==> config.mk <==
export PLATFORM = sky130hd
export DESIGN_NAME = procyon_ccu_mhq_sched_flat
export DESIGN_NICKNAME = d
export VERILOG_FILES = /design/src/rtl/procyon_ccu_mhq_sched_pkg.sv /design/src/rtl/procyon_ccu_mhq_sched_if.sv /design/src/rtl/procyon_ccu_mhq_sched_fifo.sv /design/src/rtl/procyon_ccu_mhq_sched.sv /design/src/flat_wrapper.sv
export SDC_FILE = /design/constraint.sdc
export NUM_CORES = 1
export LEC_CHECK = 0
export BUFFER_PORTS_ARGS = -buffer_cell sky130_fd_sc_hd__buf_4
export CORE_MARGIN = 8
export CORE_UTILIZATION = 38
export DETAILED_ROUTE_END_ITERATION = 8
export HOLD_SLACK_MARGIN = 0.05
export PLACE_DENSITY = 0.82
export REMOVE_ABC_BUFFERS = 1
export SKIP_LAST_GASP = 1
export SYNTH_ARGS = -nofsm -noshare
export SYNTH_HDL_FRONTEND = slang
export SYNTH_SLANG_ARGS = --single-unit
==> constraint.sdc <==
create_clock -name clk -period 2.41 [get_ports clk]
set_input_delay 0.482 -clock clk [delete_from_list [all_inputs] [get_ports clk]]
set_output_delay 0.482 -clock clk [all_outputs]
set_load 0.01 [all_outputs]
==> src/rtl/procyon_ccu_mhq_sched_pkg.sv <==
// Shared types and constants for the CCU miss handling queue scheduler.
package procyon_ccu_mhq_sched_pkg;

  localparam int DC_OFFSET_WIDTH = 5;

  typedef enum logic [1:0] {
    MHQ_SCHED_IDLE = 2'b00,
    MHQ_SCHED_REQ  = 2'b01,
    MHQ_SCHED_WAIT = 2'b10
  } mhq_sched_state_t;

  function automatic int mhq_idx_width(input int depth);
    return (depth > 1) ? $clog2(depth) : 1;
  endfunction

endpackage

==> src/rtl/procyon_ccu_mhq_sched_if.sv <==
// Bundle between the MHQ entry array / LSU / CCU side and the MHQ scheduler.
interface procyon_ccu_mhq_sched_if #(
  parameter int OPTN_MHQ_DEPTH  = 4,
  parameter int OPTN_ADDR_WIDTH = 32
);
  import procyon_ccu_mhq_sched_pkg::*;

  localparam int MHQ_IDX_WIDTH = mhq_idx_width(OPTN_MHQ_DEPTH);
  localparam int LINE_W        = OPTN_ADDR_WIDTH - DC_OFFSET_WIDTH;

  logic [OPTN_MHQ_DEPTH-1:0]             i_mhq_entry_valid;
  logic [OPTN_MHQ_DEPTH-1:0]             i_mhq_entry_complete;
  logic [OPTN_MHQ_DEPTH-1:0][LINE_W-1:0] i_mhq_entry_addr;
  logic                                  i_alloc_req;
  logic                                  o_alloc_ack;
  logic [OPTN_MHQ_DEPTH-1:0]             o_alloc_en;
  logic                                  o_mhq_full;
  logic                                  o_ccu_req;
  logic [MHQ_IDX_WIDTH-1:0]              o_ccu_idx;
  logic [LINE_W-1:0]                     o_ccu_addr;
  logic                                  i_ccu_ack;
  logic                                  i_ccu_done;
  logic [OPTN_MHQ_DEPTH-1:0]             o_ccu_done;
  logic                                  o_fill_valid;
  logic [MHQ_IDX_WIDTH-1:0]              o_fill_idx;
  logic                                  i_fill_ready;
  logic [OPTN_MHQ_DEPTH-1:0]             o_fill_launched;

  modport sched (
    input  i_mhq_entry_valid, i_mhq_entry_complete, i_mhq_entry_addr, i_alloc_req,
           i_ccu_ack, i_ccu_done, i_fill_ready,
    output o_alloc_ack, o_alloc_en, o_mhq_full, o_ccu_req, o_ccu_idx, o_ccu_addr,
           o_ccu_done, o_fill_valid, o_fill_idx, o_fill_launched
  );

  modport mhq (
    output i_mhq_entry_valid, i_mhq_entry_complete, i_mhq_entry_addr, i_alloc_req,
           i_ccu_ack, i_ccu_done, i_fill_ready,
    input  o_alloc_ack, o_alloc_en, o_mhq_full, o_ccu_req, o_ccu_idx, o_ccu_addr,
           o_ccu_done, o_fill_valid, o_fill_idx, o_fill_launched
  );

endinterface

==> src/rtl/procyon_ccu_mhq_sched_fifo.sv <==
// Circular FIFO of MHQ entry indices recording allocation order.
module procyon_ccu_mhq_sched_fifo #(
  parameter int DEPTH = 4,
  parameter int IDX_W = 2
) (
  input  logic                       clk,
  input  logic                       rst,
  input  logic                       push_i,
  input  logic [IDX_W-1:0]           push_idx_i,
  input  logic                       pop_i,
  output logic [IDX_W-1:0]           head_o,
  output logic [$clog2(DEPTH+1)-1:0] count_o
);

  localparam int CNT_W = $clog2(DEPTH+1);

  logic [IDX_W-1:0] slots_q [DEPTH];
  logic [IDX_W-1:0] head_q, head_d;
  logic [IDX_W-1:0] tail_q, tail_d;
  logic [CNT_W-1:0] count_q, count_d;

  always_comb begin
    head_d  = pop_i  ? head_q + IDX_W'(1) : head_q;
    tail_d  = push_i ? tail_q + IDX_W'(1) : tail_q;
    count_d = count_q;
    case ({push_i, pop_i})
      2'b10:   count_d = count_q + CNT_W'(1);
      2'b01:   count_d = count_q - CNT_W'(1);
      default: count_d = count_q;
    endcase
  end

  always_ff @(posedge clk) begin
    if (rst) begin
      head_q  <= '0;
      tail_q  <= '0;
      count_q <= '0;
    end else begin
      head_q  <= head_d;
      tail_q  <= tail_d;
      count_q <= count_d;
    end
  end

  // Slot contents are only meaningful below count, so they need no reset.
  always_ff @(posedge clk) begin
    if (push_i) slots_q[tail_q] <= push_idx_i;
  end

  assign head_o  = slots_q[head_q];
  assign count_o = count_q;

endmodule

==> src/rtl/procyon_ccu_mhq_sched.sv <==
// MHQ scheduler: entry allocation, in-order single-outstanding CCU fetch, fill select.
// Optional build macro PCYN_MHQ_SCHED_FILL_RR_EN makes fill selection round-robin.
module procyon_ccu_mhq_sched
  import procyon_ccu_mhq_sched_pkg::*;
#(
  parameter int OPTN_MHQ_DEPTH  = 4,
  parameter int OPTN_ADDR_WIDTH = 32
) (
  input logic clk,
  input logic rst,
  procyon_ccu_mhq_sched_if.sched bus
);

  localparam int D     = OPTN_MHQ_DEPTH;
  localparam int IDX_W = mhq_idx_width(OPTN_MHQ_DEPTH);
  localparam int CNT_W = $clog2(OPTN_MHQ_DEPTH+1);

  function automatic logic [IDX_W-1:0] lowest_idx(input logic [D-1:0] vec);
    logic [IDX_W-1:0] r;
    r = '0;
    for (int i = D-1; i >= 0; i--) begin
      if (vec[i]) r = IDX_W'(i);
    end
    return r;
  endfunction

  function automatic logic [D-1:0] onehot(input logic [IDX_W-1:0] idx);
    logic [D-1:0] r;
    r = '0;
    r[idx] = 1'b1;
    return r;
  endfunction

  logic [IDX_W-1:0] alloc_idx;
  logic             alloc_ack;
  logic [IDX_W-1:0] fifo_head;
  logic [CNT_W-1:0] fifo_count;
  logic             fifo_pop;
  logic             in_req;
  logic             in_wait;
  logic [IDX_W-1:0] fill_idx;
  logic             fill_launch;
  mhq_sched_state_t state_q;
  logic [IDX_W-1:0] ccu_idx_q;

  assign bus.o_mhq_full  = &bus.i_mhq_entry_valid;
  assign alloc_idx       = lowest_idx(~bus.i_mhq_entry_valid);
  assign alloc_ack       = bus.i_alloc_req & ~bus.o_mhq_full;
  assign bus.o_alloc_ack = alloc_ack;
  assign bus.o_alloc_en  = onehot(alloc_idx) & {D{alloc_ack}};

  assign in_req   = (state_q == MHQ_SCHED_REQ);
  assign in_wait  = (state_q == MHQ_SCHED_WAIT);
  assign fifo_pop = in_req & bus.i_ccu_ack;

  procyon_ccu_mhq_sched_fifo #(
    .DEPTH(D),
    .IDX_W(IDX_W)
  ) u_fifo (
    .clk       (clk),
    .rst       (rst),
    .push_i    (alloc_ack),
    .push_idx_i(alloc_idx),
    .pop_i     (fifo_pop),
    .head_o    (fifo_head),
    .count_o   (fifo_count)
  );

  // Looking at the push as well as the count lets a fresh allocation request next cycle.
  always_ff @(posedge clk) begin
    if (rst) begin
      state_q   <= MHQ_SCHED_IDLE;
      ccu_idx_q <= '0;
    end else begin
      case (state_q)
        MHQ_SCHED_IDLE: if ((fifo_count != '0) || alloc_ack) state_q <= MHQ_SCHED_REQ;
        MHQ_SCHED_REQ: begin
          if (bus.i_ccu_ack) begin
            ccu_idx_q <= fifo_head;
            state_q   <= MHQ_SCHED_WAIT;
          end
        end
        MHQ_SCHED_WAIT: if (bus.i_ccu_done) state_q <= MHQ_SCHED_IDLE;
        default:        state_q <= MHQ_SCHED_IDLE;
      endcase
    end
  end

  assign bus.o_ccu_req  = in_req;
  assign bus.o_ccu_idx  = in_req ? fifo_head : '0;
  assign bus.o_ccu_addr = in_req ? bus.i_mhq_entry_addr[fifo_head] : '0;
  assign bus.o_ccu_done = onehot(ccu_idx_q) & {D{in_wait & bus.i_ccu_done}};

  assign bus.o_fill_valid    = |bus.i_mhq_entry_complete;
  assign fill_launch         = bus.o_fill_valid & bus.i_fill_ready;
  assign bus.o_fill_idx      = fill_idx;
  assign bus.o_fill_launched = onehot(fill_idx) & {D{fill_launch}};

`ifdef PCYN_MHQ_SCHED_FILL_RR_EN
  logic [IDX_W-1:0] rr_ptr_q;
  logic [IDX_W-1:0] rr_probe;

  // Scan downward so the closest complete entry at or after the pointer wins.
  always_comb begin
    fill_idx = '0;
    rr_probe = '0;
    for (int i = D-1; i >= 0; i--) begin
      rr_probe = rr_ptr_q + IDX_W'(i);
      if (bus.i_mhq_entry_complete[rr_probe]) fill_idx = rr_probe;
    end
  end

  always_ff @(posedge clk) begin
    if (rst) rr_ptr_q <= '0;
    else if (fill_launch) rr_ptr_q <= fill_idx + IDX_W'(1);
  end
`else
  assign fill_idx = lowest_idx(bus.i_mhq_entry_complete);
`endif

endmodule
==> src/flat_wrapper.sv <==
// flat-port wrapper written by rule: the top's interface ports become plain ports
module procyon_ccu_mhq_sched_flat import procyon_ccu_mhq_sched_pkg::*;
#(
  parameter int OPTN_MHQ_DEPTH  = 4,
  parameter int OPTN_ADDR_WIDTH = 32
)
  (clk, rst, bus_i_mhq_entry_valid, bus_i_mhq_entry_complete, bus_i_mhq_entry_addr, bus_i_alloc_req, bus_i_ccu_ack, bus_i_ccu_done, bus_i_fill_ready, bus_o_alloc_ack, bus_o_alloc_en, bus_o_mhq_full, bus_o_ccu_req, bus_o_ccu_idx, bus_o_ccu_addr, bus_o_ccu_done, bus_o_fill_valid, bus_o_fill_idx, bus_o_fill_launched);
  procyon_ccu_mhq_sched_if #(.OPTN_MHQ_DEPTH(OPTN_MHQ_DEPTH), .OPTN_ADDR_WIDTH(OPTN_ADDR_WIDTH)) bus_i ();
  input logic clk;
  input logic rst;
  input wire logic [$bits(bus_i.i_mhq_entry_valid)-1:0] bus_i_mhq_entry_valid;
  input wire logic [$bits(bus_i.i_mhq_entry_complete)-1:0] bus_i_mhq_entry_complete;
  input wire logic [$bits(bus_i.i_mhq_entry_addr)-1:0] bus_i_mhq_entry_addr;
  input wire logic [$bits(bus_i.i_alloc_req)-1:0] bus_i_alloc_req;
  input wire logic [$bits(bus_i.i_ccu_ack)-1:0] bus_i_ccu_ack;
  input wire logic [$bits(bus_i.i_ccu_done)-1:0] bus_i_ccu_done;
  input wire logic [$bits(bus_i.i_fill_ready)-1:0] bus_i_fill_ready;
  output wire logic [$bits(bus_i.o_alloc_ack)-1:0] bus_o_alloc_ack;
  output wire logic [$bits(bus_i.o_alloc_en)-1:0] bus_o_alloc_en;
  output wire logic [$bits(bus_i.o_mhq_full)-1:0] bus_o_mhq_full;
  output wire logic [$bits(bus_i.o_ccu_req)-1:0] bus_o_ccu_req;
  output wire logic [$bits(bus_i.o_ccu_idx)-1:0] bus_o_ccu_idx;
  output wire logic [$bits(bus_i.o_ccu_addr)-1:0] bus_o_ccu_addr;
  output wire logic [$bits(bus_i.o_ccu_done)-1:0] bus_o_ccu_done;
  output wire logic [$bits(bus_i.o_fill_valid)-1:0] bus_o_fill_valid;
  output wire logic [$bits(bus_i.o_fill_idx)-1:0] bus_o_fill_idx;
  output wire logic [$bits(bus_i.o_fill_launched)-1:0] bus_o_fill_launched;
  assign bus_i.i_mhq_entry_valid = bus_i_mhq_entry_valid;
  assign bus_i.i_mhq_entry_complete = bus_i_mhq_entry_complete;
  assign bus_i.i_mhq_entry_addr = bus_i_mhq_entry_addr;
  assign bus_i.i_alloc_req = bus_i_alloc_req;
  assign bus_i.i_ccu_ack = bus_i_ccu_ack;
  assign bus_i.i_ccu_done = bus_i_ccu_done;
  assign bus_i.i_fill_ready = bus_i_fill_ready;
  assign bus_o_alloc_ack = bus_i.o_alloc_ack;
  assign bus_o_alloc_en = bus_i.o_alloc_en;
  assign bus_o_mhq_full = bus_i.o_mhq_full;
  assign bus_o_ccu_req = bus_i.o_ccu_req;
  assign bus_o_ccu_idx = bus_i.o_ccu_idx;
  assign bus_o_ccu_addr = bus_i.o_ccu_addr;
  assign bus_o_ccu_done = bus_i.o_ccu_done;
  assign bus_o_fill_valid = bus_i.o_fill_valid;
  assign bus_o_fill_idx = bus_i.o_fill_idx;
  assign bus_o_fill_launched = bus_i.o_fill_launched;
  procyon_ccu_mhq_sched #(.OPTN_MHQ_DEPTH(OPTN_MHQ_DEPTH), .OPTN_ADDR_WIDTH(OPTN_ADDR_WIDTH)) u_core (.clk(clk), .rst(rst), .bus(bus_i));
endmodule
==> results of run 1 <==
[layout make-up]
type	instances	area, µm²	area share (%)
Timing Repair Buffer	186	1590	45.5
Multi-Input combinational cell	156	1240	35.4
Sequential cell	21	502	14.4
Tap cell	67	83.8	2.40
Clock buffer	3	41.3	1.18
Inverter	9	33.8	0.968
Clock inverter	1	5.00	0.143
[layout by cell type, fill, tap and decap left out, types with 2 or more instances in the layout]
cell / netlist / final
inv_1: 9 / 9
buf_12: 0 / 2
xor2_1: 3 / 3
and3_1: 5 / 5
clkbuf_8: 0 / 3
dfxtp_1: 13 / 12
clkbuf_16: 0 / 2
o22ai_1: 27 / 27
o21ai_0: 3 / 3
and2_1: 2 / 2
buf_4: 0 / 174
a21oi_1: 9 / 9
mux2i_2: 0 / 4
nand2b_1: 2 / 2
ha_1: 5 / 5
nor4_1: 3 / 3
mux2i_1: 55 / 51
edfxtp_1: 8 / 8
nor2_1: 12 / 12
nand3_1: 4 / 4
buf_16: 0 / 6
nand2_1: 8 / 8
nand4b_1: 2 / 2
[flip-flops by register name, indices dropped and copies added, names as in the netlist, named ones only]
name and flops:
u_core.u_fifo.tail_q 2, u_core.state_q 2, u_core.ccu_idx_q 2, u_core.u_fifo.head_q 2, u_core.u_fifo.count_o 3, u_core.u_fifo.slots_q 8
[worst paths after layout]
kind / end / slack [ns] / depth (start not counted)
max: bus_o_ccu_addr[21] / -0.25 / 6
min reg2reg: u_core.ccu_idx_q[1]$_SDFFE_PP0P_ / 0.49 / 2
max reg2reg: u_core.u_fifo.count_o[2]$_SDFFE_PP0P_ / 0.42 / 7
min: u_core.u_fifo.tail_q[0]$_SDFFE_PP0P_ / 0.48 / 2
[cells by family (layout without fill, tap and decap cells)]
family / count (synthesis) / count (layout) / synth area share (%)
muxes: 57 / 57 / 31.8
and+or+nand+nor: 48 / 48 / 14.0
buffers and inverters: 24 / 199 / 8.03
AOI/OAI and AO/OA: 41 / 41 / 13.1
adders and majority gates: 6 / 6 / 4.41
DFF: 21 / 21 / 26.8
xor gates and xnor gates: 4 / 4 / 1.87
[routing by layer]
metal | wire, µm | vias up | GRT usage [%] | share of wire [%]
met3 | 683 | 18 | 4.97 | 7.5
met4 | 189 | 0 | 6.85 | 2.1
met2 | 4800 | 122 | 41.0 | 53
met1 | 3430 | 1101 | 23.6 | 38
li1 | - | 1112 | - | -
met5 | 0 | - | 0 | 0
[per-stage QoR]
stage | TNS (ns) | instance area [µm²] | util (%) | setup slack [ns]
after global placement | 0 | 3170 | 67.2 | 0.176
after CTS | -2.80 | 3410 | 72.3 | -0.124
after global routing | -5.72 | 3490 | 73.9 | -0.331
final | -3.74 | 3490 | 73.9 | -0.251
after floorplan | -2.16 | 1750 | - | -0.0909
after detailed placement | 0 | 3170 | 67.2 | 0.146
[where the power goes]
group	total [W]	switching (W)	internal (W)
Combinational	0.000964	0.000408	0.000556
Clock	0.000219	0.000104	0.000115
Sequential	0.000428	0.0000287	0.000400
[worst max-delay path, cell delays in order (launching register included)]
cell,delay (ns)
edfxtp_1,0.37
mux4_4,0.66
buf_12,0.19
buf_16,0.15
mux2i_1,0.22
o22ai_1,0.15
buf_4,0.17
[repair_timing]
action	in CTS	in global routing
pin swaps	1	6
gates resized for setup	10	7
endpoints found under the setup margin	27	28
gates cloned	5	2
setup buffers	4	1
==> metrics, run 1 <==
Yosys top cell area share 29.4%; placed cells 427; CTS Buf Count 3; most common cell in the netlist mux2i_1; Ys Warns 0; Non-Filler Instances 443; Skew-Pair Late Insertion Delay 0.25 ns; Worst Tran Pin Value 0.400 ns; crit-path max FO 11; status finished with violations; number of synthesized flops with an enable pin 8; min-delay src rst; Crit. End Element output pin; min setup slack post-route -0.251 ns; Area contributors post-synth mux2i_1, dfxtp_1, edfxtp_1; Leakage Power 1.79 nW; largest net degree at the start of global routing 29; Netlist cell types 35; fraction of layout cells with a size suffix above 1 52.7%; Synth area leader mux2i_1; vias per inst 5.31; final wirelength 9110 µm; area growth from synthesis to layout 86.6%; fin crit share 110%; top cells by count, synth mux2i_1, o22ai_1, dfxtp_1; routed len/inst 20.6 µm; die area 7420 µm²; fin nets 505; R2R Path Start u_core.state_q[1]$_SDFFE_PP0P_; Min Hold Slack 0.479 ns; Filler cells 345; Mapped Avg Cell Area 9.31 µm²; gr ovfl total 0; global-route usage over all layers 22.0%; drt first pass iters 4; antenna violations before repair 0; Crit Path Class flip-flop to output pin; crit path time final 2.66 ns; Setup crit start u_core.u_fifo.slots_q[0][0]$_DFFE_PP_; vias in the first global route 2,325; n_diodes 0; crit path DAT 2.18 ns; Final ANT Viol Nets 0; Worst Setup Start Kind flip-flop; Yosys reg bits 21; DRT iter0 DRCs 112; clock slew at reported path FFs 0.07 ns; Final GP Congestion 0.888; final setup skew 0.00272 ns; Die Width 86.2 µm; Die Y 86.2 µm; overall power 0.00161 W; Power Dens Cells 462 nW/µm²; Mapped Cells 201; Port Buf Inserts 168; CP required 1.93 ns; relative slew slack 73.3%; post-synthesis cell area 1870 µm²; I/O Pins 169; final setup violation count 28; drt drc 0; Clock Tree Buf Depth 2; sequential area share after synthesis 26.8%; max-slew violation count 0; Core Box Area 4720 µm²; Post-CTS Hold Fix Bufs 0; Initial Utilization 39.6%; fraction of registers with async set/reset 0%; f_max 0.376 GHz; clock sinks 21; RSZ-0062 raised after global routing true; top_reg_cell synth dfxtp_1; Post-DP HPWL 6580 µm; final hold violations 0; first-pass GRT wire length 12,900 µm; row count 25; max_cap viols 0; clock root buffer clkbuf_8; peak supply drop 0.000552 V; htree depth 1; failing checks setup timing; worst hold path type primary input to flip-flop; CTS tree built; total number of vias 2,353
Power figures use the tool's default switching activity.
==> run 2, diff against run 1 <==
==> constraint.sdc (replaced) <==
create_clock -name clk -period 2.41 [get_ports clk]
set_input_delay 0.1205 -clock clk [delete_from_list [all_inputs] [get_ports clk]]
set_output_delay 0.1205 -clock clk [all_outputs]
set_load 0.01 [all_outputs]
==> metrics, run 2 (synthesis gave the netlist of run 1 again) <==
status completed; Storage cell area 500 µm² (-0.25%); Die Y 86.2 µm (unchanged); crit path DAT 2.14 ns (-0.04 ns); reg2reg end u_core.u_fifo.count_o[2]$_SDFFE_PP0P_; max-slew violation count 0 (unchanged); n_diodes 0 (unchanged); Core Box Area 4720 µm² (unchanged); critical-path cell list mux4_4 > buf_4 > mux2i_1 > o22ai_1 > buf_4; max reg flops 8 (unchanged); final wirelength 7970 µm (-12%); clock slew at reported path FFs 0.07 ns (about the same); fraction of layout cells with a size suffix above 1 49.3% (-3.3 points); RSZ-0062 raised after global routing false; worst reg2reg path depth 7 (unchanged); first-pass GRT wire length 11,600 µm (-9.5%); drt drc 0 (unchanged); Post-CTS Setup Bufs 0 (-4); Final TNS setup 0 ns (+3.74 ns); pre-CTS setup slack 0.409 ns (+0.263 ns); Initial Utilization 39.6% (unchanged); fin crit share 93.9% (-17 points); reg-to-reg setup timing slack 0.41 ns (about the same); antenna violations before repair 0 (unchanged); global-route usage over all layers 19.9% (-2.1 points); max_cap viols 0 (unchanged); I/O Pins 169 (unchanged); CP required 2.29 ns (+0.36 ns); Port Buf Inserts 168 (unchanged); Die Width 86.2 µm (unchanged); CTS Buf Count 3 (unchanged); Hold Crit Depth 2 (unchanged); crit-path max FO 34 (+23); CTS tree built; clock sinks 21 (unchanged); Clock Tree Buf Depth 2 (unchanged); total number of vias 2,195 (-6.7%); DRT iter0 DRCs 91 (-19%); # resized after CTS 0 (-10); min-delay src rst; Power Dens Cells 443 nW/µm² (-4.0%); WHS Endpoint u_core.state_q[1]$_SDFFE_PP0P_; most used cell, CP buf_4; die area 7420 µm² (unchanged); crit path time final 2.26 ns (-0.398 ns); Post-DP HPWL 6620 µm (+0.61%); vias per inst 5.10 (-3.9%); Worst Setup Start Kind flip-flop; largest net degree at the start of global routing 35 (+21%); Crit path buffers/inverters 2 (-1); final setup skew 0.00389 ns (+0.00117 ns); row count 25 (unchanged); peak supply drop 0.000456 V (-17%); Final GP Congestion 0.872 (-1.9%); area of the multi-input gates 1220 µm² (-1.2%); most frequent cells in the layout buf_4, mux2i_1, o22ai_1; Leakage Power 1.65 nW (-7.7%); clock root buffer clkbuf_8; Final ANT Viol Nets 0 (unchanged); commonest non-fill, non-tap cell in the layout buf_4; Crit. End Element output pin; worst hold path type primary input to flip-flop; htree depth 1 (unchanged); relative slew slack 58.3% (-15 points); R2R Path Start u_core.state_q[1]$_SDFFE_PP0P_; f_max 0.442 GHz (+18%); final setup violation count 0 (-100%); slowest CP cell mux4_4; fin nets 492 (-2.6%); Filler cells 405 (+17%); min setup slack post-route 0.147 ns (+0.398 ns); Post-CTS Hold Fix Bufs 0 (unchanged); Skew-Pair Late Insertion Delay 0.25 ns (about the same); largest stage delay on the critical path 0.65 ns (about the same); critical path's top delay family multiplexers; Crit Path Class flip-flop to output pin; vias in the first global route 2,184 (-6.1%); Top reg by flops u_core.u_fifo.slots_q; routed len/inst 18.5 µm (-9.9%); drt first pass iters 4 (unchanged); area growth from synthesis to layout 70.2%; gr ovfl total 0 (unchanged); final hold violations 0 (unchanged); Worst Tran Pin Value 0.620 ns (+0.220 ns); Min Hold Slack 0.120 ns (-0.359 ns)
==> run 2: per-stage QoR <==
stage,power (W),cells,cell area (µm²),util (%)
global placement,0.00119,426,3140,66.5
global route,0.00150,430,3180,67.4
CTS,0.00142,430,3180,67.4
detailed placement,0.00120,426,3140,66.5
finish,0.00141,430,3180,67.4
floorplan,0.000822,186,1750,-
==> run 2: layout make-up <==
class,instances,area share [%]
flip-flops and latches,21,15.7
inverters,9,1.06
repair buffers,173,40.8
clock buffers,4,1.41
well taps,67,2.63
multi-input cells,156,38.4
==> run 2: worst max-delay path by stage <==
stage,startpoint,endpoint,slack (ns),cells after the start
after detailed placement,u_core.state_q[1]$_SDFFE_PP0P_,u_core.u_fifo.count_o[2]$_SDFFE_PP0P_,0.41,7
after floorplan,flip-flop,bus_o_ccu_addr[25],0.27,3
after CTS,flip-flop,bus_o_ccu_addr[25],0.13,5
after global placement,flip-flop,bus_o_ccu_addr[25],0.45,5
after global routing,flip-flop,bus_o_ccu_addr[18],0.05,5
final,flip-flop,bus_o_ccu_addr[25],0.15,5
==> run 2: routing by layer <==
metal  share of wire [%]  up-vias  track usage, %
met4                 3.8        0            9.24
met3                 8.6       20            6.49
met1                  37      991            20.7
met5                   0        -               0
met2                  51      102            35.2
li1                    -     1082               -
==> run 2: worst reg2reg max path, stage by stage, from the launching register on <==
cell and delay (ns):
dfxtp_1 0.42, nand3b_1 0.25, inv_1 0.08, ha_1 0.22, fa_1 0.38, xnor2_1 0.15, or3_1 0.31, a21oi_1 0.14
==> run 2: report_power, final <==
| group | leakage (nW) | switching [W] | internal, W | total (W) |
|---|---|---|---|---|
| Clock | 0.0228 | 0.0000995 | 0.000117 | 0.000217 |
| Sequential | 0.181 | 0.0000295 | 0.000399 | 0.000429 |
| Combinational | 1.44 | 0.000345 | 0.000420 | 0.000765 |
==> run 3, diff against run 2 <==
--- a/config.mk
+++ b/config.mk
@@ -6,10 +6,11 @@
 export NUM_CORES = 1
 export LEC_CHECK = 0
 export BUFFER_PORTS_ARGS = -buffer_cell sky130_fd_sc_hd__buf_4
-export CORE_MARGIN = 8
+export CORE_MARGIN = 5
 export CORE_UTILIZATION = 38
 export DETAILED_ROUTE_END_ITERATION = 8
 export HOLD_SLACK_MARGIN = 0.05
+export MAX_ROUTING_LAYER = met4
 export PLACE_DENSITY = 0.82
 export REMOVE_ABC_BUFFERS = 1
 export SKIP_LAST_GASP = 1
==> metrics, run 3 (synthesis gave the netlist of run 1 again) <==
Final GP Congestion 0.876 (+0.44%); Die Width 80.2 µm (-7.0%); Power Dens Cells 444 nW/µm² (+0.26%); Filler cells 419 (+3.5%); f_max 0.449 GHz (+1.6%); combinational share of power 54.7% (+0.5 points); crit path DAT 2.11 ns (-0.03 ns); fraction of layout cells with a size suffix above 1 49.6% (+0.28 points); Final ANT Viol Nets 0 (unchanged); largest net degree at the start of global routing 57 (+63%); Post-DP Area 3150 µm² (+0.40%); Worst Tran Pin Value 0.572 ns (-0.0485 ns); peak supply drop 0.000402 V (-12%); clock slew at reported path FFs 0.07 ns (about the same); die area 6430 µm² (-13%); Initial Utilization 39.3% (-0.26 points); CP required 2.29 ns (about the same); max_cap viols 0 (unchanged); status completed; critical path's top delay family multiplexers; Post-DP HPWL 5900 µm (-11%); fin nets 492 (unchanged); area growth from synthesis to layout 71.0%; # resized after CTS 0 (unchanged); Crit Path Class flip-flop to output pin; Die Y 80.2 µm (-7.0%); Core Box Area 4750 µm² (+0.66%); max reg flops 8 (unchanged); I/O Pins 169 (unchanged); total number of vias 2,186 (-0.41%); most frequent cells in the layout buf_4, mux2i_1, o22ai_1; final hold violations 0 (unchanged); slowest CP cell mux4_4; gr ovfl total 0 (unchanged); Clock Tree Buf Depth 2 (unchanged); Worst Setup Start Kind flip-flop; Int Pwr 0.000945 W (+0.81%); first-pass GRT wire length 11,000 µm (-5.8%); sequential power share 30.2% (-0.2 points); antenna violations before repair 0 (unchanged); critical-path cell list mux4_4 > buf_12 > mux2i_1 > o22ai_1 > buf_4; Port Buf Inserts 168 (unchanged); Skew-Pair Late Insertion Delay 0.25 ns (about the same); final setup skew 0.00756 ns (+0.00366 ns); Sw Pwr 0.000476 W (+0.47%); vias per inst 5.08 (-0.41%); DRT iter0 DRCs 46 (-49%); final setup violation count 0 (unchanged); fin crit share 92.5% (-1.4 points); Storage cell area 500 µm² (unchanged); area of the multi-input gates 1220 µm² (unchanged); worst hold path type primary input to flip-flop; RSZ-0062 raised after global routing false; htree depth 1 (unchanged); max-slew violation count 0 (unchanged); drt first pass iters 6 (+2); Leakage Power 1.65 nW (+0.41%); clock network power share 15.0% (-0.4 points); relative slew slack 61.5% (+3.3 points); row count 25 (unchanged); crit path time final 2.23 ns (-0.0348 ns); CTS tree built; final wirelength 7160 µm (-10%); Crit path buffers/inverters 2 (unchanged); overall power 0.00142 W (+0.70%); crit-path max FO 56 (+65%); Crit. End Element output pin; CTS Buf Count 3 (unchanged); vias in the first global route 2,130 (-2.5%); sw frac 33.5% (-0.075 points); Top reg by flops u_core.u_fifo.slots_q; drt drc 0 (unchanged); largest stage delay on the critical path 0.67 ns (+0.02 ns); clock sinks 21 (unchanged); Post-CTS Hold Fix Bufs 0 (unchanged); commonest non-fill, non-tap cell in the layout buf_4; clock root buffer clkbuf_8; Post-CTS Setup Bufs 0 (unchanged); global-route usage over all layers 21.8% (+1.9 points); Final TNS setup 0 ns (unchanged); fin area 3200 µm² (+0.43%); routed len/inst 16.7 µm (-10%); n_diodes 0 (unchanged)
run 3: cell types whose count changed in the layout (fill, tap and decap cells not counted):
cell      before  now
clkinv_2       0    1
buf_12         0    1
buf_4        173  172
clkbuf_1       1    0
run 3: path summary, 6_finish.rpt:
kind	startpoint	end	slack, ns	cells after the start
hold reg to reg	u_core.u_fifo.count_o[2]$_SDFFE_PP0P_	u_core.u_fifo.count_o[2]$_SDFFE_PP0P_	0.49	2
setup reg to reg	u_core.state_q[1]$_SDFFE_PP0P_	u_core.u_fifo.count_o[2]$_SDFFE_PP0P_	0.40	7
hold / removal	rst	u_core.u_fifo.tail_q[1]$_SDFFE_PP0P_	0.12	2
setup / recovery	flip-flop	bus_o_ccu_addr[26]	0.18	5
run 3: final cells by class:
type / count / share of cell area, %
Inverter: 9 / 1.06
Sequential cell: 21 / 15.6
Multi-Input combinational cell: 156 / 38.2
Timing Repair Buffer: 173 / 41.0
Clock buffer: 3 / 1.29
Clock inverter: 1 / 0.156
Tap cell: 67 / 2.62
run 3: power groups by stage:
stage | combinational (W) | sequential, W | clock [W]
after floorplan | 0.000392 | 0.000429 | 0
after global placement | 0.000763 | 0.000435 | 0
after detailed placement | 0.000777 | 0.000438 | 0
after CTS | 0.000781 | 0.000430 | 0.000217
after global routing | 0.000841 | 0.000436 | 0.000243
final | 0.000777 | 0.000430 | 0.000214
run 3: metal layers:
metal	vias to the layer above	share of wire, %	global-route usage, %
met3	6	7.9	4.15
li1	1078	-	-
met2	93	55	41.4
met5	-	0	-
met4	0	0.50	2.70
met1	1009	36	24.1
run 3: worst register-to-register path, cell delays in order, from the launching register on:
cell	delay, ns
dfxtp_1	0.42
nand3b_1	0.24
inv_1	0.07
ha_1	0.23
fa_1	0.39
xnor2_1	0.15
or3_1	0.31
a21oi_1	0.14
run 3: stage by stage:
stage | std cells | hold slack (ns) | util [%] | setup slack [ns]
after floorplan | 186 | 0.190 | - | 0.271
after global placement | 426 | 0.380 | 66.3 | 0.469
after detailed placement | 426 | 0.387 | 66.3 | 0.408
after CTS | 430 | 0.118 | 67.3 | 0.184
after global routing | 430 | 0.111 | 67.3 | 0.0763
final | 430 | 0.118 | 67.3 | 0.181
